### src/rtl/alu_pkg.sv
// rtl/alu_pkg.sv - shared opcode and FSM state types for the sequential ALU
`timescale 1ns/1ps
package alu_pkg;

  localparam int ALUOP_W = 3;

  typedef enum logic [ALUOP_W-1:0] {
    ADD  = 3'b000,
    SUB  = 3'b001,
    AND  = 3'b010,
    NOTB = 3'b011,
    OR   = 3'b100,
    XOR  = 3'b101,
    SHL  = 3'b110,
    MUL  = 3'b111
  } alu_op_t;

  // State names carry an ST_ prefix so they do not collide with the MUL opcode.
  typedef enum logic [1:0] {
    ST_IDLE = 2'b00,
    ST_MUL  = 2'b01,
    ST_DONE = 2'b10
  } fsm_state_t;

endpackage

### src/rtl/alu_comb.sv
// rtl/alu_comb.sv - combinational ALU for all single-cycle operations
`timescale 1ns/1ps
module alu_comb
  import alu_pkg::*;
#(
  parameter int WIDTH = 16
) (
  input  logic [WIDTH-1:0] a,
  input  logic [WIDTH-1:0] b,
  input  alu_op_t          op,
  output logic [WIDTH-1:0] result,
  output logic             z,
  output logic             n,
  output logic             v
);

  localparam int SHW = $clog2(WIDTH);

  logic [WIDTH-1:0] sum;
  logic [WIDTH-1:0] diff;

  assign sum  = a + b;
  assign diff = a - b;

  // Result and overflow per opcode; MUL is handled by the sequential multiplier.
  always_comb begin
    result = '0;
    v      = 1'b0;
    case (op)
      ADD: begin
        result = sum;
        v      = (a[WIDTH-1] == b[WIDTH-1]) && (sum[WIDTH-1] != a[WIDTH-1]);
      end
      SUB: begin
        result = diff;
        v      = (a[WIDTH-1] != b[WIDTH-1]) && (diff[WIDTH-1] != a[WIDTH-1]);
      end
      AND:     result = a & b;
      NOTB:    result = ~b;
      OR:      result = a | b;
      XOR:     result = a ^ b;
      SHL:     result = a << b[SHW-1:0];
      default: result = '0;
    endcase
  end

  assign z = (result == '0);
  assign n = result[WIDTH-1];

endmodule

### src/rtl/alu_seq.sv
// rtl/alu_seq.sv - registered ALU with valid/ready handshakes and shift-add multiplier
`timescale 1ns/1ps
module alu_seq
  import alu_pkg::*;
#(
  parameter int WIDTH = 16
) (
  input  logic               clk,
  input  logic               reset,
  input  logic               in_valid,
  output logic               in_ready,
  input  logic [WIDTH-1:0]   Ain,
  input  logic [WIDTH-1:0]   Bin,
  input  logic [ALUOP_W-1:0] ALUop,
  output logic               out_valid,
  input  logic               out_ready,
  output logic [WIDTH-1:0]   out,
  output logic               Z,
  output logic               N,
  output logic               V
);

  localparam int CNT_W = $clog2(WIDTH);
  localparam logic [CNT_W-1:0] CNT_LAST = CNT_W'(WIDTH - 1);

  alu_op_t          op;
  fsm_state_t       state;
  logic             rdy_en;
  logic [WIDTH-1:0] mplier;
  logic [2*WIDTH-1:0] mcand;
  logic [2*WIDTH-1:0] acc;
  logic [CNT_W-1:0] cnt;
  logic             accept;
  logic             take;
  logic [WIDTH-1:0] c_res;
  logic             c_z;
  logic             c_n;
  logic             c_v;

  assign op = alu_op_t'(ALUop);

  // rdy_en keeps in_ready low during reset and for the first cycle after release.
  assign in_ready = rdy_en && (state == ST_IDLE) && (!out_valid || out_ready);
  assign accept   = in_valid && in_ready;
  assign take     = out_valid && out_ready;

  alu_comb #(
    .WIDTH(WIDTH)
  ) u_alu_comb (
    .a      (Ain),
    .b      (Bin),
    .op     (op),
    .result (c_res),
    .z      (c_z),
    .n      (c_n),
    .v      (c_v)
  );

  // Control FSM and shift-add multiplier: one multiplier bit per cycle.
  always_ff @(posedge clk or posedge reset) begin
    if (reset) begin
      state  <= ST_IDLE;
      rdy_en <= 1'b0;
      mplier <= '0;
      mcand  <= '0;
      acc    <= '0;
      cnt    <= '0;
    end else begin
      rdy_en <= 1'b1;
      case (state)
        ST_IDLE: begin
          if (accept && op == MUL) begin
            mcand  <= {{WIDTH{1'b0}}, Ain};
            mplier <= Bin;
            acc    <= '0;
            cnt    <= '0;
            state  <= ST_MUL;
          end
        end
        ST_MUL: begin
          if (mplier[0]) begin
            acc <= acc + mcand;
          end
          mcand  <= mcand << 1;
          mplier <= mplier >> 1;
          cnt    <= cnt + 1'b1;
          if (cnt == CNT_LAST) begin
            state <= ST_DONE;
          end
        end
        ST_DONE: state <= ST_IDLE;
        default: state <= ST_IDLE;
      endcase
    end
  end

  // Output register: loaded by a single-cycle accept or by the multiplier finishing,
  // otherwise held until the consumer takes it.
  always_ff @(posedge clk or posedge reset) begin
    if (reset) begin
      out       <= '0;
      Z         <= 1'b0;
      N         <= 1'b0;
      V         <= 1'b0;
      out_valid <= 1'b0;
    end else if (accept && op != MUL) begin
      out       <= c_res;
      Z         <= c_z;
      N         <= c_n;
      V         <= c_v;
      out_valid <= 1'b1;
    end else if (state == ST_DONE) begin
      out       <= acc[WIDTH-1:0];
      Z         <= (acc[WIDTH-1:0] == '0);
      N         <= acc[WIDTH-1];
      V         <= |acc[2*WIDTH-1:WIDTH];
      out_valid <= 1'b1;
    end else if (take) begin
      out_valid <= 1'b0;
    end
  end

endmodule

### config.mk
export PLATFORM = sky130hd
export DESIGN_NAME = alu_seq
export DESIGN_NICKNAME = d
export VERILOG_FILES = /design/src/rtl/alu_pkg.sv /design/src/rtl/alu_comb.sv /design/src/rtl/alu_seq.sv
export SDC_FILE = /design/constraint.sdc
export NUM_CORES = 1
export LEC_CHECK = 0
export CORE_MARGIN = 4
export CORE_UTILIZATION = 54
export DETAILED_ROUTE_END_ITERATION = 7
export GPL_TIMING_DRIVEN = 0
export PLACE_DENSITY = 0.81
export SKIP_CTS_REPAIR_TIMING = 1
export SYNTH_ARGS = -nofsm -noshare
export SYNTH_HDL_FRONTEND = slang
export SYNTH_SLANG_ARGS = --single-unit
### constraint.sdc
create_clock -name clk -period 4.2 [get_ports clk]
set_input_delay 0.84 -clock clk [delete_from_list [all_inputs] [get_ports clk]]
set_output_delay 0.84 -clock clk [all_outputs]
set_load 0.03 [all_outputs]
==> impl_metrics.json, run 1 <==
{
  "netlist_top_cells_area": "dfrtp_1 28%, ha_1 11%, o21ai_0 6.9%, nand2_1 6.3%, a21oi_1 5.2%",
  "overflow": 0,
  "htreeDepth": 3,
  "outcome": "finished clean",
  "portBuffers": 59,
  "crit_type": "in2reg",
  "switching_share_pct": 45.9,
  "ys_types": 82,
  "final-setup-viol-count": 0,
  "leakage_nw": 4.76,
  "muxShareOfSynthArea_pct": 5.08,
  "period_needed_ps": 4080,
  "grt_start_max_net_pins": 65,
  "post-route-drc-count": 0,
  "async_flop_share_pct": 100,
  "numCtsBuffers": 9,
  "slew_headroom_pct": 2.32,
  "end_kind": "register",
  "vias": 9691,
  "hold_ws_ps": 485,
  "fp.dieH_um": 140,
  "synth_edf_count": 0,
  "clockRootBuffer": "clkbuf_16",
  "synth-simple-area-share_pct": 20.8,
  "min_path_type": "reg2reg",
  "wirelength_um": 31600,
  "syn_inst": 1195,
  "fmax_mhz": 245,
  "grt_pass1_vias": 8855,
  "coreArea_sq_um": 16800,
  "arrival_ps": 4360,
  "viasPerCell": 6.48,
  "layout-drive-gt1-share_pct": 5.42,
  "num_io_pins": 60,
  "comb_power_share_pct": 50.1,
  "syn_nets": 1320,
  "gp_congestion": 1.01,
  "synth-compound-area-share_pct": 25.4,
  "grt_pass1_wl_um": 49400,
  "finalCritPeriodShare_pct": 97.1,
  "first_pass_iters": 5,
  "power_density_nw_per_um2": 490,
  "p_sw_mw": 2.40,
  "place_hpwl_um": 24600,
  "synthFlopType": "dfrtp_1",
  "synth_seq_cells": 106,
  "crit_fanout": 11,
  "syn_area_per_cell_sq_um": 7.86,
  "ant_nets": 0,
  "nNetsFinal": 1394,
  "irDropWorstVdd_mv": 0.311,
  "pwr-share-clk_pct": 16.1,
  "rsz0062_at_grt": "false",
  "path_clk_slew_ps": 80,
  "cts_tree": "built",
  "antenna_found_initial": 0,
  "clockBufferDepth": 2,
  "finalClockSkew_ps": 13.2,
  "synth_top_cell_by_area": "dfrtp_1",
  "yosysWarnings": 0,
  "synth_top_family_by_area": "compound AO/OA/AOI/OAI gates",
  "intPower_mw": 2.82,
  "nFillCells": 1524,
  "die_w_um": 140,
  "finalHoldViolCount": 0,
  "wl_per_cell_um": 21.1,
  "synth_xor_area_share_pct": 3.27,
  "rows": 47,
  "worst_slew_pin_slew_ps": 1450,
  "tns_ps": 0,
  "synth_area_sq_um": 9390,
  "p_seq_share_pct": 33.8,
  "synth.top_cell.area_share_pct": 28.3,
  "clock-sinks": 106,
  "globalRouteTotalUtil_pct": 31.5,
  "startpoint_type": "input pin",
  "die-area_sq_um": 19600,
  "drt-initial-drc-count": 1124,
  "yosysSeqAreaShare_pct": 28.3,
  "maxCapViolCount": 0,
  "clkLatencyLatePin_ps": 360,
  "critPathRequiredTime_ps": 4490,
  "start_util_pct": 55.8,
  "areaGrowthSynthToFinish_pct": 13.6,
  "drv_slew": 0,
  "synth_adder_area_share_pct": 11.7
}
[cells in the final DEF (no fill, tap or decap), drive strengths merged, types with 16 or more instances in the layout]
cell / count
inv: 61
nand3: 49
nand2: 157
a21oi: 98
a211oi: 19
a21o: 20
o21ai: 129
clkbuf: 69
dfrtp: 106
xnor2: 16
ha: 83
mux2i: 24
nor3: 23
xor2: 19
clkdlybuf4s50: 56
nor2: 94
[metal layers]
metal,vias to the layer above,wire length [um],share of wire (%),GRT usage [%]
li1,4482,-,-,-
met1,4638,14200,45,47.0
met2,520,13400,42,46.0
met3,51,3170,10,7.00
met4,0,821,2.6,8.62
met5,-,0,0,0
[kinds of logic (layout without fill, tap and decap cells)]
group	count (synthesis)	count (layout)
compound gates	379	379
xor+xnor	35	35
fa+ha+maj	86	86
buf+inv	129	208
flops	106	106
mux	37	37
other cells	1	2
simple gates	422	422
[through the flow]
step	cells	power [mW]	setup WS, ps	utilization, %	area (sq um)
2_1_floorplan	1195	3.46	571	-	9390
3_3_place_gp	1474	4.23	-978	61.0	10300
3_5_place_dp	1475	4.32	-728	61.1	10300
4_1_cts	1491	5.17	-386	62.9	10600
5_1_grt	1494	5.57	11.9	63.4	10700
6_report	1495	5.22	122	63.4	10700
[Yosys cell counts (5+ instances only)]
| cell | count |
|---|---|
| inv_1 | 56 |
| and3_1 | 13 |
| xor2_1 | 19 |
| or2_2 | 6 |
| nand2_1 | 157 |
| o21ai_0 | 129 |
| mux2i_1 | 24 |
| o221ai_1 | 11 |
| ha_1 | 83 |
| nor3_1 | 23 |
| buf_2 | 6 |
| nor4_1 | 12 |
| o21bai_1 | 5 |
| mux4_2 | 8 |
| nand3_1 | 49 |
| o211ai_1 | 6 |
| nor2_1 | 94 |
| o31ai_1 | 7 |
| nor3b_1 | 6 |
| a211oi_1 | 19 |
| a21oi_1 | 97 |
| nand2b_1 | 11 |
| a211o_1 | 5 |
| or3_1 | 10 |
| nand4_1 | 7 |
| o22ai_1 | 5 |
| xnor2_1 | 16 |
| clkbuf_1 | 59 |
| a21o_1 | 20 |
| a22oi_1 | 5 |
| a221oi_1 | 9 |
| dfrtp_1 | 106 |
| mux2_2 | 5 |
| nor2b_1 | 13 |
| a31oi_1 | 13 |
| and2_1 | 8 |
[flip-flops by register name, summed over array words and instances, names as in the netlist]
signal / count
mplier: 16
rdy_en: 1
state: 2
V: 1
cnt: 4
out_valid: 1
Z: 1
out: 16
mcand: 32
acc: 32
[critical path, stage by stage]
cell and delay, ps:
clkdlybuf4s50_1 490, buf_2 240, inv_6 100, ha_2 420, or3_1 140, o221ai_2 110, o41a_1 500, a221o_1 400
a221o_1 370, a21o_1 230, a2111oi_4 320, a41o_1 200
[power by group through the flow]
stage / sequential (mW) / clock, mW / combinational (mW)
floorplan: 1.80 / 0 / 1.66
global placement: 1.75 / 0 / 2.48
CTS: 1.75 / 0.850 / 2.57
detailed placement: 1.77 / 0 / 2.55
finish: 1.76 / 0.842 / 2.61
global route: 1.80 / 0.891 / 2.87
[path summary, 6_finish.rpt]
| check | startpoint | to | slack, ps | cells after the start |
|---|---|---|---|---|
| worst max register to register | acc[0] | acc[28] | 780 | 11 |
| worst max-delay path | Bin[2] | Z | 120 | 12 |
| min in group asynchronous | reset | mcand[15] | 890 | 2 |
| max in group asynchronous | reset | mplier[15] | 2610 | 3 |
| worst min register to register | mplier[13] | mplier[12] | 490 | 2 |
| worst min-delay path | mplier[13] | mplier[12] | 490 | 2 |
[area by class of cell]
class | count | area, sq um | share of cell area (%)
Clock inverter | 6 | 53.8 | 0.505
Antenna cell | 1 | 2.50 | 0.0235
Inverter | 59 | 233 | 2.18
Sequential cell | 106 | 2650 | 24.9
Timing Repair Buffer | 63 | 648 | 6.08
Clock buffer | 10 | 239 | 2.24
Multi-Input combinational cell | 960 | 6270 | 58.8
Buffer | 70 | 289 | 2.71
Tap cell | 220 | 275 | 2.58
No activity file was read; power rests on OpenSTA's default activity.
==> run 2, diff against run 1 <==
--- a/config.mk
+++ b/config.mk
@@ -11,6 +11,7 @@
 export GPL_TIMING_DRIVEN = 0
 export PLACE_DENSITY = 0.81
 export SKIP_CTS_REPAIR_TIMING = 1
+export SLEW_MARGIN = 20
 export SYNTH_ARGS = -nofsm -noshare
 export SYNTH_HDL_FRONTEND = slang
 export SYNTH_SLANG_ARGS = --single-unit
==> run 2 against run 1 <==
Clock power hardly changed. Via count is 0.75% lower. Cell count hardly changed. Worst hold slack better by 1.2 ps. Routed wire length decreased by 0.38%. Flip-flop and latch count stayed put. Sequential share of layout area barely moved. Die area unchanged. Total power is essentially flat. Critical endpoint unchanged. Register-to-register slack better by 40 ps. Critical path type unchanged.
==> impl_metrics.json, run 2 (same netlist as run 1, synthesis figures left out) <==
{
  "irDropWorstVdd_mv": 0.351,
  "viasPerCell": 6.44,
  "path_clk_slew_ps": 80,
  "nNetsFinal": 1394,
  "clockBufferDepth": 2,
  "finalCritPeriodShare_pct": 96.5,
  "slew_headroom_pct": 43.9,
  "finalHoldViolCount": 0,
  "num_io_pins": 60,
  "p_total_mw": 5.22,
  "overflow": 0,
  "globalRouteTotalUtil_pct": 31.4,
  "end_kind": "register",
  "vias": 9618,
  "maxCapViolCount": 0,
  "critical_path_buf_inv_count": 3,
  "gp_congestion": 1.01,
  "startpoint_type": "input pin",
  "outcome": "finished clean",
  "placed_cells": 1475,
  "final_cell_count_no_fill": 1494,
  "layout-drive-gt1-share_pct": 5.57,
  "grt_pass1_wl_um": 49100,
  "wirelength_um": 31500,
  "cp_cell_sequence": "clkdlybuf4s50_1, clkbuf_2, inv_4, ha_2, or3_1, o221ai_2, o41a_1, a221o_1, a221o_1, a21o_1, a2111oi_4, a41o_1",
  "fp.dieH_um": 140,
  "critical_path.slowest_cell": "o41a_1",
  "power_density_nw_per_um2": 489,
  "reg_top3": "acc x32, mcand x32",
  "numCtsBuffers": 9,
  "crit_family": "compound AO/OA/AOI/OAI gates",
  "first_pass_iters": 7,
  "portBuffers": 59,
  "clock-sinks": 106,
  "start_util_pct": 55.8,
  "cp_common_cell": "a221o_1",
  "die-area_sq_um": 19600,
  "clockRootBuffer": "clkbuf_16",
  "die_w_um": 140,
  "drt-initial-drc-count": 1084,
  "leakage_nw": 4.76,
  "min_path_type": "reg2reg",
  "ant_nets": 0,
  "clkLatencyLatePin_ps": 360,
  "critPathRequiredTime_ps": 4490,
  "drv_slew": 0,
  "coreArea_sq_um": 16800,
  "finalClockSkew_ps": 12.6,
  "wl_per_cell_um": 21.1,
  "n_antenna_cell": 0,
  "grt_start_max_net_pins": 65,
  "rows": 47,
  "final-setup-viol-count": 0,
  "place_hpwl_um": 24600,
  "crit_fanout": 11,
  "cts_tree": "built",
  "fmax_mhz": 247,
  "htreeDepth": 3,
  "tns_ps": 0,
  "period_needed_ps": 4050,
  "grt_pass1_vias": 8893,
  "layout_commonest_cell": "nand2_1",
  "final_core_util_pct": 63.4,
  "areaGrowthSynthToFinish_pct": 13.6,
  "slowest_delay_ps": 510,
  "arrival_ps": 4340,
  "antenna_found_initial": 0,
  "rsz0062_at_grt": "false",
  "crit_type": "in2reg",
  "post-route-drc-count": 0,
  "mostFrequentLayoutCells": "157 x nand2_1, 126 x o21ai_0, 106 x dfrtp_1",
  "worst_slew_pin_slew_ps": 830
}
==> run 2: cell count changes in the layout (fill, tap and decap cells not counted), sizes merged <==
| cell | before | now |
|---|---|---|
| diode | 1 | 0 |
==> run 2: final cells by class <==
class,count,area [sq um]
Clock inverter,6,53.8
Buffer,69,285
Tap cell,220,275
Inverter,59,233
Timing Repair Buffer,64,656
Fill cell,1531,6150
Multi-Input combinational cell,960,6270
Clock buffer,10,239
Sequential cell,106,2650
==> run 2: power by group <==
part | switching, mW | leakage [nW] | internal (mW)
clock | 0.409 | 0.147 | 0.432
sequential | 0.365 | 1.38 | 1.40
combinational | 1.62 | 3.23 | 0.997
total | 2.39 | 4.76 | 2.83
==> run 2: final timing paths <==
| path | start | to | slack [ps] | cells after the start |
|---|---|---|---|---|
| max | Bin[2] | Z | 150 | 12 |
| min | mplier[13] | mplier[12] | 490 | 2 |
| max reg2reg | acc[0] | acc[28] | 820 | 11 |
| min reg2reg | mplier[13] | mplier[12] | 490 | 2 |
| max in group asynchronous | reset | mplier[9] | 2670 | 3 |
| min in group asynchronous | reset | mcand[15] | 860 | 2 |
==> run 2: through the flow <==
step	setup WS [ps]	area, sq um	hold WS, ps
after floorplan	571	9390	449
after global placement	-978	10300	459
after detailed placement	-741	10300	471
after CTS	-401	10600	489
after global routing	3.13	10700	520
final	148	10700	487
==> run 2: per-layer routing <==
metal	share of wire [%]	vias up	wire, um	GRT usage (%)
met5	0	-	0	0
met4	3.0	0	945	9.54
met3	9.9	66	3100	7.99
met2	42	512	13300	45.5
met1	45	4576	14100	46.1
li1	-	4464	-	-
==> run 2: worst reg2reg max path, cell delays in order, from the launching register on <==
cell	delay, ps
dfrtp_1	440
ha_1	230
fa_1	410
a21oi_1	270
o211ai_1	190
a311oi_1	360
o221ai_1	230
a21oi_1	300
o221ai_1	250
a211oi_1	330
xnor2_1	160
o21ai_0	90
